File: config.mk
export PLATFORM = sky130hd
export DESIGN_NAME = eth_tx_mii_flat
export DESIGN_NICKNAME = d
export VERILOG_FILES = /design/src/rtl/eth_tx_mii_if.sv /design/src/rtl/eth_tx_mii.sv /design/src/flat_wrapper.sv
export SDC_FILE = /design/constraint.sdc
export NUM_CORES = 1
export LEC_CHECK = 0
export ABC_AREA = 1
export BUFFER_PORTS_ARGS = -buffer_cell sky130_fd_sc_hd__buf_2
export CAP_MARGIN = 15
export CELL_PAD_IN_SITES_DETAIL_PLACEMENT = 0
export CELL_PAD_IN_SITES_GLOBAL_PLACEMENT = 1
export CORE_ASPECT_RATIO = 1.25
export CORE_MARGIN = 3
export CORE_UTILIZATION = 36
export DETAILED_ROUTE_END_ITERATION = 8
export PLACE_DENSITY = 0.75
export SLEW_MARGIN = 30
export SYNTH_ARGS = -nofsm -noshare
export SYNTH_HDL_FRONTEND = slang
export SYNTH_SLANG_ARGS = --single-unit
File: constraint.sdc
create_clock -name clk -period 2.8 [get_ports clk]
set_clock_uncertainty 0.05 [all_clocks]
set_input_delay 0.56 -clock clk [delete_from_list [all_inputs] [get_ports clk]]
set_output_delay 0.56 -clock clk [all_outputs]
set_load 0.01 [all_outputs]
File: src/rtl/eth_tx_mii_if.sv
// Payload byte stream into the MII transmitter.
//   s_data  : payload byte (destination MAC onward, no preamble or FCS)
//   s_valid : s_data holds a byte
//   s_last  : s_data is the final payload byte of the frame
//   s_ready : byte is taken on a cycle with s_valid & s_ready
// master drives the stream (the source); slave receives it (the transmitter).
interface eth_tx_mii_if;
  logic [7:0] s_data;
  logic       s_valid;
  logic       s_last;
  logic       s_ready;

  modport master (output s_data, output s_valid, output s_last, input s_ready);
  modport slave  (input s_data, input s_valid, input s_last, output s_ready);
endinterface

File: src/rtl/eth_tx_mii.sv
// Ethernet MII transmitter: wraps a payload byte stream as preamble, SFD, data nibbles
// (low nibble first), optional zero padding up to 60 bytes and the FCS from an external
// CRC engine, followed by an inter-frame gap.
// Ports:
//   clk, reset            : nibble clock; synchronous active-high reset
//   s_axis                : payload byte stream (eth_tx_mii_if slave)
//   tx_en, tx_data, tx_er : MII transmit side
//   crc_init              : restart the external CRC engine to all-ones
//   crc_valid, crc_data   : nibble fed to the CRC engine this cycle (bit 0 first)
//   crc_in                : inverted FCS from the CRC engine, one cycle behind crc_valid
//   busy                  : high whenever not idle
//   underflow             : one-cycle pulse when the stream starves mid-frame
module eth_tx_mii #(
  parameter bit          PAD_EN      = 1'b1,
  parameter int unsigned IFG_NIBBLES = 24
) (
  input  logic        clk,
  input  logic        reset,
  eth_tx_mii_if.slave s_axis,
  output logic        tx_en,
  output logic [3:0]  tx_data,
  output logic        tx_er,
  output logic        crc_init,
  output logic        crc_valid,
  output logic [3:0]  crc_data,
  input  logic [31:0] crc_in,
  output logic        busy,
  output logic        underflow
);

  localparam int unsigned CntW     = $clog2(IFG_NIBBLES + 16);
  localparam logic [15:0] MinBytes = 16'd60;

  typedef enum logic [2:0] {
    StIdle, StPre, StSfd, StData, StPad, StFcs, StErr, StIfg
  } state_e;

  state_e            state_q, state_d;
  logic [CntW-1:0]   cnt_q, cnt_d;
  logic              nib_q, nib_d;        // 0: low-nibble cycle, 1: high-nibble cycle
  logic [15:0]       byte_cnt_q, byte_cnt_d;
  logic [31:0]       fcs_q, fcs_d;

  logic [15:0]       byte_inc;
  logic [31:0]       fcs_word;
  logic [4:0]        fcs_lsb;
  logic [3:0]        fcs_nib;

  assign byte_inc = (&byte_cnt_q) ? byte_cnt_q : byte_cnt_q + 16'd1;

  // crc_in only becomes valid in the first FCS cycle, so that nibble is taken directly
  // while the word is captured for the remaining seven.
  assign fcs_word = (cnt_q == '0) ? crc_in : fcs_q;
  assign fcs_lsb  = 5'd28 - {cnt_q[2:0], 2'b00};
  assign fcs_nib  = fcs_word[fcs_lsb +: 4];

  assign busy = (state_q != StIdle);

  always_comb begin
    state_d        = state_q;
    cnt_d          = cnt_q;
    nib_d          = nib_q;
    byte_cnt_d     = byte_cnt_q;
    fcs_d          = fcs_q;
    s_axis.s_ready = 1'b0;
    tx_en          = 1'b0;
    tx_data        = 4'h0;
    tx_er          = 1'b0;
    crc_init       = 1'b0;
    crc_valid      = 1'b0;
    underflow      = 1'b0;

    unique case (state_q)
      StIdle: begin
        if (s_axis.s_valid) begin
          state_d = StPre;
          cnt_d   = '0;
        end
      end
      StPre: begin
        tx_en   = 1'b1;
        tx_data = 4'h5;
        if (cnt_q == CntW'(14)) begin
          state_d = StSfd;
          cnt_d   = '0;
        end else begin
          cnt_d = cnt_q + CntW'(1);
        end
      end
      StSfd: begin
        tx_en      = 1'b1;
        tx_data    = 4'hD;
        crc_init   = 1'b1;
        byte_cnt_d = '0;
        nib_d      = 1'b0;
        state_d    = StData;
      end
      StData: begin
        tx_en     = 1'b1;
        crc_valid = 1'b1;
        if (!nib_q) begin
          if (s_axis.s_valid) begin
            tx_data = s_axis.s_data[3:0];
            nib_d   = 1'b1;
          end else begin
            underflow = 1'b1;
            state_d   = StErr;
          end
        end else begin
          s_axis.s_ready = 1'b1;
          tx_data        = s_axis.s_data[7:4];
          if (s_axis.s_valid) begin
            byte_cnt_d = byte_inc;
            nib_d      = 1'b0;
            if (s_axis.s_last) begin
              state_d = (PAD_EN && (byte_inc < MinBytes)) ? StPad : StFcs;
              cnt_d   = '0;
            end
          end else begin
            // Source withdrew a half-sent byte: treated as starvation too.
            underflow = 1'b1;
            state_d   = StErr;
          end
        end
      end
      StPad: begin
        tx_en     = 1'b1;
        crc_valid = 1'b1;
        nib_d     = ~nib_q;
        if (nib_q) begin
          byte_cnt_d = byte_inc;
          if (byte_inc >= MinBytes) begin
            state_d = StFcs;
            cnt_d   = '0;
          end
        end
      end
      StFcs: begin
        tx_en   = 1'b1;
        // Most significant FCS bit goes out first, on tx_data[0].
        tx_data = {fcs_nib[0], fcs_nib[1], fcs_nib[2], fcs_nib[3]};
        if (cnt_q == '0) fcs_d = crc_in;
        if (cnt_q == CntW'(7)) begin
          state_d = StIfg;
          cnt_d   = '0;
        end else begin
          cnt_d = cnt_q + CntW'(1);
        end
      end
      StErr: begin
        tx_en          = 1'b1;
        tx_er          = 1'b1;
        s_axis.s_ready = 1'b1;
        if (s_axis.s_valid && s_axis.s_last) begin
          state_d = StIfg;
          cnt_d   = '0;
        end
      end
      StIfg: begin
        if (cnt_q == CntW'(IFG_NIBBLES - 1)) begin
          state_d = StIdle;
          cnt_d   = '0;
        end else begin
          cnt_d = cnt_q + CntW'(1);
        end
      end
      default: state_d = StIdle;
    endcase

    crc_data = crc_valid ? tx_data : 4'h0;
  end

  always_ff @(posedge clk) begin
    if (reset) begin
      state_q    <= StIdle;
      cnt_q      <= '0;
      nib_q      <= 1'b0;
      byte_cnt_q <= '0;
      fcs_q      <= '0;
    end else begin
      state_q    <= state_d;
      cnt_q      <= cnt_d;
      nib_q      <= nib_d;
      byte_cnt_q <= byte_cnt_d;
      fcs_q      <= fcs_d;
    end
  end

endmodule

File: src/flat_wrapper.sv
// flat-port wrapper written by rule: the top's interface ports become plain ports
module eth_tx_mii_flat 
#(
  parameter bit          PAD_EN      = 1'b1,
  parameter int unsigned IFG_NIBBLES = 24
)
  (clk, reset, tx_en, tx_data, tx_er, crc_init, crc_valid, crc_data, crc_in, busy, underflow, s_axis_s_data, s_axis_s_valid, s_axis_s_last, s_axis_s_ready);
  eth_tx_mii_if s_axis_i ();
  input  logic clk;
  input  logic reset;
  output logic tx_en;
  output logic [3:0] tx_data;
  output logic tx_er;
  output logic crc_init;
  output logic crc_valid;
  output logic [3:0] crc_data;
  input  logic [31:0] crc_in;
  output logic busy;
  output logic underflow;
  input wire logic [$bits(s_axis_i.s_data)-1:0] s_axis_s_data;
  input wire logic [$bits(s_axis_i.s_valid)-1:0] s_axis_s_valid;
  input wire logic [$bits(s_axis_i.s_last)-1:0] s_axis_s_last;
  output wire logic [$bits(s_axis_i.s_ready)-1:0] s_axis_s_ready;
  assign s_axis_i.s_data = s_axis_s_data;
  assign s_axis_i.s_valid = s_axis_s_valid;
  assign s_axis_i.s_last = s_axis_s_last;
  assign s_axis_s_ready = s_axis_i.s_ready;
  eth_tx_mii #(.PAD_EN(PAD_EN), .IFG_NIBBLES(IFG_NIBBLES)) u_core (.clk(clk), .reset(reset), .s_axis(s_axis_i), .tx_en(tx_en), .tx_data(tx_data), .tx_er(tx_er), .crc_init(crc_init), .crc_valid(crc_valid), .crc_data(crc_data), .crc_in(crc_in), .busy(busy), .underflow(underflow));
endmodule
; Yosys cells after proc, flatten, opt, wreduce, memory -nomap -nowiden
; Index checks and enable logic that the tools add are counted.
[totals]
reg_bits = 58
input_bits = 44
output_inout_bits = 15
[classes]
addsub = 3
order_cmp = 2
eq_ne = 22
shift = 1
n_mux = 45
bitwise_logic = 1
reduce_logical = 12
[ops]
columns = cell, n
row1 = 16-bit 2-to-1 mux, 4
row2 = 6-bit 2-to-1 mux, 10
row3 = 16-bit one-hot mux with 3 select lines, 1
row4 = 6-bit one-hot mux with 7 select lines, 1
row5 = 3-bit 2-to-1 mux, 11
row6 = 32-bit 2-to-1 mux, 1
row7 = 32-bit by 6-bit variable part select with 4-bit output, 1
row8 = 3-bit one-hot mux with 8 select lines, 1
row9 = "16-bit by 1-bit adder with 16-bit output, second input constant", 1
row10 = "16-bit by 6-bit greater-or-equal comparator with 1-bit output, second input constant", 1
row11 = "16-bit by 6-bit less-than comparator with 1-bit output, second input constant", 1
row12 = 4-bit one-hot mux with 4 select lines, 1
row13 = 16-bit AND reduction, 1
row14 = "2-bit by 1-bit != test with 1-bit output, second input constant", 7
row15 = "3-bit equality test, second input constant", 4
row16 = 4-bit 2-to-1 mux, 3
row17 = 1-bit 2-to-1 mux, 10
row18 = 9-bit AND reduction, 1
row19 = 8-bit AND reduction, 1
row20 = 7-bit nonzero test, 1
row21 = "6-bit by 1-bit adder with 6-bit output, second input constant", 1
row22 = "3-bit by 2-bit equality test with 1-bit output, second input constant", 2
row23 = "6-bit by 3-bit equality test with 1-bit output, second input constant", 1
row24 = "6-bit by 4-bit equality test with 1-bit output, second input constant", 1
row25 = 16 further kinds, 19

; Longest topological paths before layout
; Gate-level depths: netlist (run 1).
[depth]
depth_word = 8
depth_mapped = 16
depth_no_buf = 15

; Worst setup path after synthesis (run 1)
; No wires, ideal clock.
[synth_path]
kind = register to output
start = register u_core.cnt_q[0]
end = output port tx_data[0]
t_arrival_ns = 2.112
required_ns = 2.190
setup_slack_ns = 0.078
path_stages_with_launch = 13
path_cell_list = dfxtp_1 > clkbuf_1 > inv_1 > buf_2 > ha_1 > nand4_1 > clkbuf_1 > nand2_1 > nand3_1 > nand3_1 > a31oi_1 > o21ai_0 > nand3b_1
[synth_via]
elab_chain_len = 4
word_cells_on_any_way = 5
[synth_lines]
columns = item, line
row1 = "start, declared", eth_tx_mii.sv:39  ; logic [CntW-1:0] cnt_q, cnt_d;
row2 = "start signal, assigned", eth_tx_mii.sv:182  ; cnt_q <= cnt_d;
row3 = "parallel branches: the longest is 2 deep, another holds 5-bit subtractor", --
row4 = 32-bit by 6-bit variable part select with 4-bit output (*), eth_tx_mii.sv:55  ; assign fcs_nib = fcs_word[fcs_lsb +: 4];
row5 = 4-bit one-hot mux with 4 select lines (*), eth_tx_mii.sv:73  ; unique case (state_q)
row6 = "end, declared", flat_wrapper.sv:12  ; output logic [3:0] tx_data;
; Every way passes the cells marked *.

; Worst setup path in the final report (run 1)
[layout_path]
start = register u_core.cnt_q[4]
end = output port tx_data[2]
[layout_via]
elab_chain_len = 4
[layout_lines]
columns = item, line
row1 = 6-bit logical NOT, eth_tx_mii.sv:53  ; assign fcs_word = (cnt_q == '0) ? crc_in : fcs_q;
row2 = 32-bit 2-to-1 mux, eth_tx_mii.sv:53
row3 = 32-bit by 6-bit variable part select with 4-bit output, eth_tx_mii.sv:55
row4 = 4-bit one-hot mux with 4 select lines, eth_tx_mii.sv:73
; Every way passes these cells.

==> results of run 1 <==
## metal layers
metal / wire length, um / vias to the layer above / track usage
li1: - / 2184 / -
met1: 5368 / 1950 / 0.2517
met2: 6420 / 102 / 0.3710
met3: 571 / 10 / 0.03638
met4: 163 / 0 / 0.06149
met5: 0 / - / 0
## metrics by stage
stage	cells	area (um^2)	setup TNS (ps)	hold slack (ps)	utilization
2_1_floorplan	626	3919	0	410.2	-
3_3_place_gp	801	4357	0	422.3	0.4204
3_5_place_dp	801	4357	0	429.0	0.4204
4_1_cts	818	4731	-219.6	447.7	0.4565
5_1_grt	827	4946	-514.0	461.0	0.4773
6_report	827	4946	-76.41	447.8	0.4773
## flip-flops by register name (all words and copies together) (netlist names)
name and count:
u_core.nib_q 1, u_core.cnt_q 6, u_core.state_q 3, u_core.byte_cnt_q 16, u_core.fcs_q 32
## cells by family after synthesis
| kind of cell | after synthesis |
|---|---|
| adder cells (fa/ha/maj) | 5 |
| AO/OA/AOI/OAI | 119 |
| XOR/XNOR | 6 |
| AND/OR/NAND/NOR | 322 |
| buffers and inverters | 116 |
| flip-flops | 58 |
## cell usage in the layout (no fill, tap or decap), drive strengths merged, types with 17 or more instances in the layout
cell type,instances
a21oi,34
o211ai,17
nand2,179
inv,90
nor2,58
o21ai,49
nand3,57
nand4,17
buf,79
dfxtp,58
## where the power goes
group / leakage (nW) / internal (W) / switching [W]
logic: 1.73 / 0.000998 / 0.00151
clock network: 0.152 / 0.000755 / 0.000388
registers: 0.472 / 0.000958 / 0.000107
total: 2.35 / 0.00271 / 0.00200
## worst paths after layout
path / from / to / cells past startpoint
setup / recovery: u_core.cnt_q[4]$_SDFFE_PP0P_ / tx_data[2] / 13
hold / removal: u_core.fcs_q[20]$_SDFFE_PP0P_ / u_core.fcs_q[20]$_SDFFE_PP0P_ / 2
setup reg to reg: u_core.byte_cnt_q[0]$_SDFFE_PP0P_ / u_core.state_q[0]$_SDFFE_PP0P_ / 14
hold reg to reg: u_core.fcs_q[20]$_SDFFE_PP0P_ / u_core.fcs_q[20]$_SDFFE_PP0P_ / 2
## what timing repair did
item	CTS	global route
cloned	1	3
resized for setup	12	33
setup endpoints to repair	4	4
pin swaps	1	12
setup buffers	1	6
## tightest hold or removal path: cells and delay by family (launching register included)
kind                   cells  cell delay (ps)
DFF                        1              320
AOI/OAI and AO/OA          1              100
buffers and inverters      1               50
## final cells by class
| cell class | instances | area (um^2) | share of cell area |
|---|---|---|---|
| Sequential cell | 58 | 1165 | 0.2355 |
| Clock buffer | 13 | 270.3 | 0.05464 |
| Timing Repair Buffer | 82 | 578.1 | 0.1169 |
| Tap cell | 129 | 161.4 | 0.03263 |
| Inverter | 91 | 341.6 | 0.06906 |
| Clock inverter | 2 | 35.03 | 0.007083 |
| Multi-Input combinational cell | 452 | 2395 | 0.4842 |
==> impl_metrics.csv, run 1 <==
group,metric,value,unit
synth,synth_top_area_cell,"dfxtp_1",
synth,ys.flop_type,"dfxtp_1",
grt,track_usage,0.2069,
timing,fin_crit,2850,ps
clocking,cts_buffer_depth,2,
synth,synthAdderAreaFrac,0.01596,
synth,yosys_register_bits,58,
clocking,cts.sinks,58,
synth,synth_edf_count,0,
timing,slew_headroom,0.4201,
placed_design,dp_hpwl,8627,um
timing,hold_viol,0,
timing,finalCritPeriodShare,1.018,
final_layout,antenna_cells,0,
timing,worst_slew_pin_slew,864.5,ps
placed_design,dp_slack,147.0,ps
final_layout,area_growth,26.21,%
grt,antenna_found_initial,0,
drt,post_drt_wl_per_cell,15.14,um
grt,grt_pass1_vias,3997,
synth,synth_top_family_by_area,"simple AND/OR/NAND/NOR gates",
die,pin_count,59,
critical_path,worstPathCellList,"nor2_4 > nand2_2 > nor2_4 > buf_6 > buf_4 > clkbuf_16 > nand2_1 > nand3_1 > o211ai_1 > nand2_1 > nand3_1 > nand3_1 > buf_2",
power,power.leakage,2.349,nW
die,chipWidth,99.32,um
synth,syn-num-nets,675,
power,ir_drop,0.3871,mV
timing,finalSetupViolCount,3,
synth,synthMuxAreaShare,0,
clocking,h-tree-depth,3,
drt,drt-total-wl,12520,um
drt,avgViaCountPerCell,5.134,
die,die_area,12180,um^2
drt,via_count,4246,
drt,drt-initial-drc-count,241,
critical_path,cp-start-kind,"register",
synth,yosys_warnings,0,
power,p_total,0.004715,W
synth,synthCells,626,
clocking,cts_root_buffer,"clkbuf_16",
drt,dr.pass1.iters,4,
critical_path,cp_max_fo,11,
critical_path,crit_path_frequent_cell,"nand3_1",
timing,drv_slew,0,
outcome,status,"finished with violations",
outcome,violations,"negative setup slack",
synth,synth_area_per_cell,6.260,um^2
clocking,tritoncts,"yes",
synth,yosysMostFrequentCell,"nand2_1",
critical_path,critPathBufInv,4,
drt,post-route-drc-count,0,
die,core,10360,um^2
critical_path,worst_path_max_delay_cell,"dfxtp_2",
placed_design,globalplace.congestion,0.8771,
timing,rsz0062_at_grt,"true",
final_layout,n_fill_cell,1125,
synth,synthXorXnorAreaFrac,0.01341,
drt,drt.antenna.violating_nets,0,
flow_run,drv_cap,0,
min_path,hold_class,"reg -> reg",
critical_path,max_stage_delay,350,ps
power,p_per_area,953.4,nW/um^2
die,initial_core_util,0.3782,
critical_path,endpoint_kind,"output port",
synth,synth_compound_area_frac,0.1759,
synth,seq_area_frac_synth,0.2963,
synth,netlist_area,3919,um^2
die,rows,41,
grt,grt_first_pass_wirelength,19860,um
grt,grt_overflow,0,
synth,synthTopCellsByCount,"nand2_1 (171), inv_1 (82), dfxtp_1 (58)",
placed_design,io_buffers,58,
critical_path,worst_ep_arrival_time,2240,ps
final_layout,nNetsFinal,743,
clocking,clk_latency,330,ps
synth,netlist.area_leader.share,0.2963,
clocking,cts_buffers,9,
synth,postSynth.asyncResetShare,0,
die,dieHeight,122.7,um
clocking,path_clk_slew,50,ps
synth,synth.distinct_cells,40,
critical_path,path_delay_family,"simple AND/OR/NAND/NOR gates",
final_layout,drive_gt1_frac,0.2292,
grt,grt_max_degree,36,
critical_path,path_class,"reg -> out",
timing,fmax,0.3509,GHz
clocking,cts_hold_buf,0,
critical_path,ff2ff_setup_slack,370,ps
timing,setup_slack,-49.72,ps
synth,synthSimpleGateAreaFrac,0.3780,
critical_path,required,2190,ps
synth,ys_top_cells_by_area,"dfxtp_1 (30%), nand2_1 (16%), inv_1 (7.9%), nand3_1 (6.9%), o21ai_0 (5.9%)",
Power figures use the tool's default switching activity.
==> run 2, diff against run 1 <==
--- a/config.mk
+++ b/config.mk
@@ -11,10 +11,11 @@
 export CELL_PAD_IN_SITES_DETAIL_PLACEMENT = 0
 export CELL_PAD_IN_SITES_GLOBAL_PLACEMENT = 1
 export CORE_ASPECT_RATIO = 1.25
-export CORE_MARGIN = 3
-export CORE_UTILIZATION = 36
+export CORE_MARGIN = 2
+export CORE_UTILIZATION = 40
+export CTS_BUF_LIST = sky130_fd_sc_hd__clkbuf_16
 export DETAILED_ROUTE_END_ITERATION = 8
-export PLACE_DENSITY = 0.75
+export PLACE_DENSITY = 0.79
 export SLEW_MARGIN = 30
 export SYNTH_ARGS = -nofsm -noshare
 export SYNTH_HDL_FRONTEND = slang
==> constraint.sdc (replaced) <==
create_clock -name clk -period 2.7 [get_ports clk]
set_clock_uncertainty 0.05 [all_clocks]
set_input_delay 0.54 -clock clk [delete_from_list [all_inputs] [get_ports clk]]
set_output_delay 0.54 -clock clk [all_outputs]
set_load 0.01 [all_outputs]
==> run 2 against run 1 <==
  * Sequential power rose by 4%
  * Global-route usage rose by 2.1 points
  * Highest routed layer unchanged
  * Largest cell class unchanged
  * The run still ends with negative setup slack left
  * Design area up 0.56%
  * Critical path type unchanged
  * Clock-buffer cell count is 4 lower
  * Worst hold slack got worse by 2.7 ps
  * Critical endpoint is now tx_data[0]
  * Register-to-register slack worse by 70 ps
  * Clock power fell by 6%
  * Core utilization increased by 4.3 points
  * Sequential share of layout area is 0.13 points lower
  * Final cell count is the same
==> impl_metrics.csv, run 2 (synthesis results as in run 1) <==
group,metric,value,unit
outcome,status,"finished with violations",
outcome,violations,"negative setup slack",
final_layout,biggestRegsByFlops,"u_core.fcs_q (32), u_core.byte_cnt_q (16), u_core.cnt_q (6)",
final_layout,postLayoutCellArea,4974,um^2
clocking,cts_buffer_depth,2,
placed_design,io_buffers,58,
timing,slew_headroom,0.4394,
timing,finalSetupViolCount,3,
power,power.leakage,2.375,nW
placed_design,globalplace.congestion,0.8559,
flow_run,drv_cap,0,
grt,grt_pass1_vias,4069,
clocking,h-tree-depth,3,
power,p_per_area,944.9,nW/um^2
power,combPwrFrac,0.536,
die,core,9559,um^2
grt,track_usage,0.2278,
die,dieHeight,114.7,um
die,pin_count,59,
grt,antenna_found_initial,0,
power,p_total,0.004699,W
power,ir_drop,0.5002,mV
grt,grt_overflow,0,
critical_path,required,2110,ps
min_path,hold_depth,2,
power,internal_power,0.002648,W
timing,setup_slack,-32.06,ps
grt,grt_max_degree,36,
placed_design,placedCellCount,803,
final_layout,final_common_cell,"nand2_1",
critical_path,reg2regPathDepth,13,
die,initial_core_util,0.4099,
final_layout,n_fill_cell,1000,
final_layout,nNetsFinal,746,
min_path,min_to,"u_core.fcs_q[5]$_SDFFE_PP0P_",
clocking,tritoncts,"yes",
drt,avgViaCountPerCell,5.162,
placed_design,dp_hpwl,8398,um
timing,whs,445.1,ps
critical_path,endpoint_kind,"output port",
clocking,cts_buffers,9,
timing,drv_slew,0,
timing,finalCritPeriodShare,1.012,
final_layout,antenna_cells,0,
drt,drt-total-wl,11790,um
drt,via_count,4269,
clocking,clk_latency,330,ps
final_layout,area_growth,26.92,%
critical_path,cp-start-kind,"register",
critical_path,path_class,"reg -> out",
timing,hold_viol,0,
critical_path,ff2ff_setup_slack,300,ps
clocking,cts_hold_buf,0,
power,pwr-share-clk,0.229,
final_layout,regMostFlops,"u_core.fcs_q",
clocking,cts_root_buffer,"clkbuf_16",
placed_design,placed_area,4390,um^2
timing,fmax,0.3660,GHz
drt,post_drt_wl_per_cell,14.26,um
critical_path,worst_ep_arrival_time,2140,ps
final_layout,final_cells,827,
timing,worst_slew_pin_slew,835.8,ps
power,p_seq_frac,0.235,
power,p_switching,0.002051,W
die,die_area,10610,um^2
clocking,cts.sinks,58,
min_path,hold_class,"reg -> reg",
timing,rsz0062_at_grt,"true",
drt,drt.antenna.violating_nets,0,
power,p_sw_frac,0.4365,
clocking,path_clk_slew,50,ps
drt,drt-initial-drc-count,203,
critical_path,reg2reg_to,"u_core.state_q[0]$_SDFFE_PP0P_",
final_layout,final_cell_mix,"nand2_1 (162), inv_1 (80), buf_2 (57)",
die,chipWidth,92.53,um
critical_path,cp_max_fo,8,
critical_path,reg2reg_from,"u_core.byte_cnt_q[0]$_SDFFE_PP0P_",
min_path,hold_start,"u_core.fcs_q[5]$_SDFFE_PP0P_",
drt,post-route-drc-count,0,
grt,grt_first_pass_wirelength,19230,um
final_layout,drive_gt1_frac,0.2525,
drt,dr.pass1.iters,5,
die,rows,40,
timing,fin_crit,2732,ps
final_layout,largest_reg_flops,32,
-- run 2: changes by cell type in the layout (fill, tap and decap cells not counted), moves of 5 or more --
| cell | change |
|---|---|
| clkinv_1 | +5 |
| nand3_1 | -7 |
| nand3_2 | +7 |
| o21ai_1 | -6 |
| o21ai_2 | +7 |
-- run 2: worst max path at each step --
stage / startpoint / slack (ps) / endpoint
finish: u_core.cnt_q[1]$_SDFFE_PP0P_ / -30 / tx_data[0]
global route: u_core.cnt_q[5]$_SDFFE_PP0P_ / -160 / tx_data[1]
CTS: u_core.cnt_q[1]$_SDFFE_PP0P_ / -50 / tx_data[2]
global placement: u_core.cnt_q[5]$_SDFFE_PP0P_ / 240 / tx_data[0]
detailed placement: u_core.cnt_q[5]$_SDFFE_PP0P_ / 170 / tx_data[0]
floorplan: u_core.cnt_q[0]$_SDFFE_PP0P_ / 90 / tx_data[0]
-- run 2: final cells by class --
type	count	area (um^2)	share of cell area
well taps	126	157.7	0.03170
multi-input cells	452	2484	0.4994
inverters	91	341.6	0.06868
clock buffers	9	225.2	0.04528
clock inverters	6	48.80	0.009811
flip-flops and latches	58	1165	0.2342
repair buffers	85	551.8	0.1109
-- run 2: power groups by stage --
stage / logic, W / clock network [W] / registers [W]
after floorplan: 0.00148 / 0 / 0.00108
after global placement: 0.00205 / 0 / 0.00110
after detailed placement: 0.00207 / 0 / 0.00111
after CTS: 0.00250 / 0.00109 / 0.00110
after global routing: 0.00279 / 0.00114 / 0.00112
final: 0.00252 / 0.00107 / 0.00110
-- run 2: metal layers --
layer,global-route usage,share of wire
met1,0.2626,0.42
met3,0.04872,0.042
met2,0.4204,0.52
met4,0.06567,0.018
met5,0,0
-- run 2: what timing repair did --
action / 4_1_cts / 5_1_grt
setup endpoints to repair: 4 / 5
resized for setup: 42 / 28
pin swaps: 13 / 22
cloned: 2 / 1
setup buffers: 6 / 3
-- run 2: per-stage QoR --
step | TNS (ps) | utilization | setup WS, ps
after global routing | -538.2 | 0.5203 | -158.8
final | -53.87 | 0.5203 | -32.06
after CTS | -146.0 | 0.5114 | -47.72
after detailed placement | 0 | 0.4593 | 174.0
after floorplan | 0 | - | 90.32
after global placement | 0 | 0.4593 | 242.8
-- run 2: critical path, cell delays in order (launching register included) --
cell and delay, ps:
dfxtp_2 320, inv_2 80, ha_4 140, nand2_2 60
nor2_4 250, buf_12 190, nand2_1 80, o21ai_2 80
nand2_2 90, a31oi_4 170, o21ai_2 110, nand3b_1 110
buf_2 130
==> run 3, diff against run 2 <==
--- a/config.mk
+++ b/config.mk
@@ -5,18 +5,16 @@
 export SDC_FILE = /design/constraint.sdc
 export NUM_CORES = 1
 export LEC_CHECK = 0
-export ABC_AREA = 1
 export BUFFER_PORTS_ARGS = -buffer_cell sky130_fd_sc_hd__buf_2
 export CAP_MARGIN = 15
 export CELL_PAD_IN_SITES_DETAIL_PLACEMENT = 0
 export CELL_PAD_IN_SITES_GLOBAL_PLACEMENT = 1
 export CORE_ASPECT_RATIO = 1.25
 export CORE_MARGIN = 2
-export CORE_UTILIZATION = 40
+export CORE_UTILIZATION = 42
 export CTS_BUF_LIST = sky130_fd_sc_hd__clkbuf_16
 export DETAILED_ROUTE_END_ITERATION = 8
 export PLACE_DENSITY = 0.79
-export SLEW_MARGIN = 30
 export SYNTH_ARGS = -nofsm -noshare
 export SYNTH_HDL_FRONTEND = slang
 export SYNTH_SLANG_ARGS = --single-unit
==> run 3 against run 2 <==
  * The run still ends with negative setup slack left
  * Final cell count shrank 21%
  * Largest power group is now clock
  * First-iteration DRC count down 18%
  * Synthesized area fell by 6.1%
  * Sequential share of layout area rose by 1.5 points
  * Design area down 6.1%
  * Clock-buffer cell count did not move
  * Power is 51% lower
  * Global-route usage rose by 1.1 points
  * Largest cell class unchanged
==> impl_metrics.csv, run 3 <==
group,metric,value,unit
power,power.leakage,1.738,nW
final_layout,final_cells,656,
clocking,tritoncts,"yes",
timing,setup_slack,-552.7,ps
final_layout,nNetsFinal,580,
power,p_seq_frac,0.380,
synth,synthTopCellsByCount,"nand2_1 (86), a21oi_1 (58), dfxtp_1 (58)",
synth,yosys_register_bits,58,
timing,fmax,0.3074,GHz
die,core,8606,um^2
timing,rsz0062_at_grt,"true",
critical_path,ff2ff_setup_slack,200,ps
grt,grt_overflow,0,
grt,top_usage_layer,"met2",
critical_path,path_depth,8,
power,pwr-share-clk,0.512,
synth,ys.flop_type,"dfxtp_1",
critical_path,worst_ep_arrival_time,2660,ps
synth,synth.distinct_cells,59,
critical_path,worst_path_max_delay_cell,"mux4_2",
clocking,cts_buffer_depth,2,
timing,finalSetupViolCount,4,
timing,finalCritPeriodShare,1.205,
synth,netlist.area_leader.share,0.3154,
synth,yosys_warnings,0,
drt,post_drt_wl_per_cell,16.73,um
grt,groute.layer.met3.usage,0.03179,
grt,grt_pass1_vias,3636,
die,pin_count,59,
critical_path,max_stage_delay,490,ps
placed_design,globalplace.congestion,0.9034,
drt,avgViaCountPerCell,5.738,
synth,synth_edf_count,0,
grt,grt_use_met2,0.4031,
critical_path,path_delay_family,"multiplexers",
synth,yosysMostFrequentCell,"nand2_1",
placed_design,placed_area,4285,um^2
critical_path,reg2regPathDepth,8,
clocking,cts_buffers,9,
clocking,h-tree-depth,3,
flow_run,drv_cap,0,
timing,fin_crit,3253,ps
power,p_per_area,488.0,nW/um^2
drt,post-route-drc-count,0,
critical_path,path_class,"reg -> out",
grt,grt_first_pass_wirelength,17390,um
placed_design,dp_slack,-265.1,ps
clocking,cts_hold_buf,0,
synth,syn-num-nets,503,
grt,grt_max_degree,33,
synth,ys_top_cells_by_area,"dfxtp_1 (32%), mux4_2 (12%), nand2_1 (8.8%), a21oi_1 (7.9%), nor2_1 (3.0%)",
critical_path,critPathBufInv,3,
min_path,hold_class,"in -> reg",
synth,synthCells,454,
final_layout,area_growth,26.92,%
critical_path,endpoint_kind,"output port",
final_layout,antenna_cells,0,
critical_path,cp_max_fo,15,
critical_path,crit_path_frequent_cell,"mux4_2",
drt,dr.pass1.iters,5,
timing,worst_slew_pin_slew,609.1,ps
final_layout,largest_reg_flops,32,
placed_design,io_buffers,58,
synth,synth_top_area_cell,"dfxtp_1",
clocking,cts_root_buffer,"clkbuf_16",
die,dieHeight,108.7,um
die,initial_core_util,0.4277,
drt,via_count,3764,
power,p_switching,0.0005641,W
die,rows,38,
final_layout,regMostFlops,"u_core.fcs_q",
clocking,path_clk_slew,60,ps
timing,whs,401.3,ps
power,p_total,0.002280,W
timing,drv_slew,0,
final_layout,biggestRegsByFlops,"u_core.fcs_q (32), u_core.byte_cnt_q (16), u_core.cnt_q (6)",
clocking,cts.sinks,58,
min_path,hold_depth,3,
power,combPwrFrac,0.108,
synth,seq_area_frac_synth,0.3154,
grt,track_usage,0.2390,
power,p_sw_frac,0.2474,
critical_path,required,2110,ps
critical_path,cp-start-kind,"register",
clocking,clk_latency,330,ps
drt,drt-total-wl,10970,um
grt,grt.met1_usage,0.2915,
final_layout,final_cell_mix,"nand2_1 (86), a21oi_1 (58), buf_2 (58)",
final_layout,postLayoutCellArea,4672,um^2
synth,netlist_area,3681,um^2
drt,drt.antenna.violating_nets,0,
synth,postSynth.asyncResetShare,0,
drt,drt-initial-drc-count,167,
die,chipWidth,87.74,um
placed_design,placedCellCount,634,
power,ir_drop,0.2916,mV
critical_path,worstPathCellList,"inv_6 > ha_4 > nor4bb_4 > buf_12 > mux4_2 > mux4_2 > a311o_1 > buf_2",
timing,hold_viol,0,
synth,synth_area_per_cell,8.108,um^2
final_layout,final_common_cell,"nand2_1",
outcome,status,"finished with violations",
timing,slew_headroom,0.5939,
placed_design,dp_hpwl,8101,um
power,internal_power,0.001716,W
die,die_area,9534,um^2
final_layout,drive_gt1_frac,0.3153,
grt,antenna_found_initial,0,
outcome,violations,"negative setup slack",
==> run 3: changes by cell type after synthesis, moves of 9 or more <==
cell | previous run | this run
clkbuf_1 | 11 | 20
nor3_1 | 5 | 20
nor2_1 | 44 | 29
nand3_1 | 54 | 14
nand2_1 | 171 | 86
o211ai_1 | 17 | 4
a21oi_1 | 33 | 58
mux4_2 | 0 | 20
o21ai_0 | 46 | 15
inv_1 | 82 | 7
nor2_2 | 10 | 0
==> run 3: final cells by class <==
type                            count  area, um^2
Clock buffer                        9       225.2
Inverter                           10       47.55
Fill cell                         817        3934
Tap cell                          120       150.1
Multi-Input combinational cell    346        2345
Clock inverter                      7       77.57
Timing Repair Buffer              106       663.1
Sequential cell                    58        1164
==> run 3: per-stage QoR <==
stage | util | TNS, ps
after global routing | 0.5429 | -2323
after CTS | 0.5363 | -2100
after detailed placement | 0.4980 | -743.5
final | 0.5429 | -2088
after floorplan | - | -522.3
after global placement | 0.4980 | -487.1
==> run 3: kinds of logic after synthesis <==
logic type                 count (synthesis)  share of synthesized area
AOI/OAI and AO/OA                        125                     0.2220
DFF                                       58                     0.3154
xor gates and xnor gates                   4                   0.009519
and+or+nand+nor                          191                     0.2444
buffers and inverters                     50                    0.06662
adders and majority gates                  5                    0.01700
muxes                                     21                     0.1251
==> run 3: path summary, 6_finish.rpt <==
check | from | to
worst max-delay path | u_core.cnt_q[0]$_SDFFE_PP0P_ | tx_data[3]
worst min-delay path | crc_in[11] | u_core.fcs_q[11]$_SDFFE_PP0P_
worst min register to register | u_core.fcs_q[31]$_SDFFE_PP0P_ | u_core.fcs_q[31]$_SDFFE_PP0P_
worst max register to register | u_core.byte_cnt_q[0]$_SDFFE_PP0P_ | u_core.cnt_q[4]$_SDFFE_PP0P_
==> run 3: layer usage <==
metal | vias to the layer above | wire length (um)
met3 | 28 | 721
met1 | 1750 | 4376
met4 | 0 | 448
met5 | - | 0
met2 | 160 | 5426
li1 | 1826 | -
==> run 3: tightest hold or removal path: cells and delay by family <==
kind | cells | cell delay [ps]
simple gates | 1 | 40
buf+inv | 1 | 100
compound gates | 1 | 50
==> run 3: what timing repair did <==
| item | 4_1_cts | 5_1_grt |
|---|---|---|
| setup buffers | 3 | 3 |
| gates resized for setup | 2 | 6 |
| gates cloned | 0 | 0 |
| pin swaps | 1 | 0 |
| setup endpoints to repair | 4 | 10 |
==> run 3: power by group through the flow <==
| stage | Combinational (W) | Sequential [W] | Clock, W |
|---|---|---|---|
| after floorplan | 0.000153 | 0.000881 | 0 |
| after global placement | 0.000223 | 0.000885 | 0 |
| final | 0.000246 | 0.000867 | 0.00117 |
| after detailed placement | 0.000229 | 0.000885 | 0 |
| after CTS | 0.000238 | 0.000867 | 0.00118 |
| after global routing | 0.000262 | 0.000867 | 0.00122 |
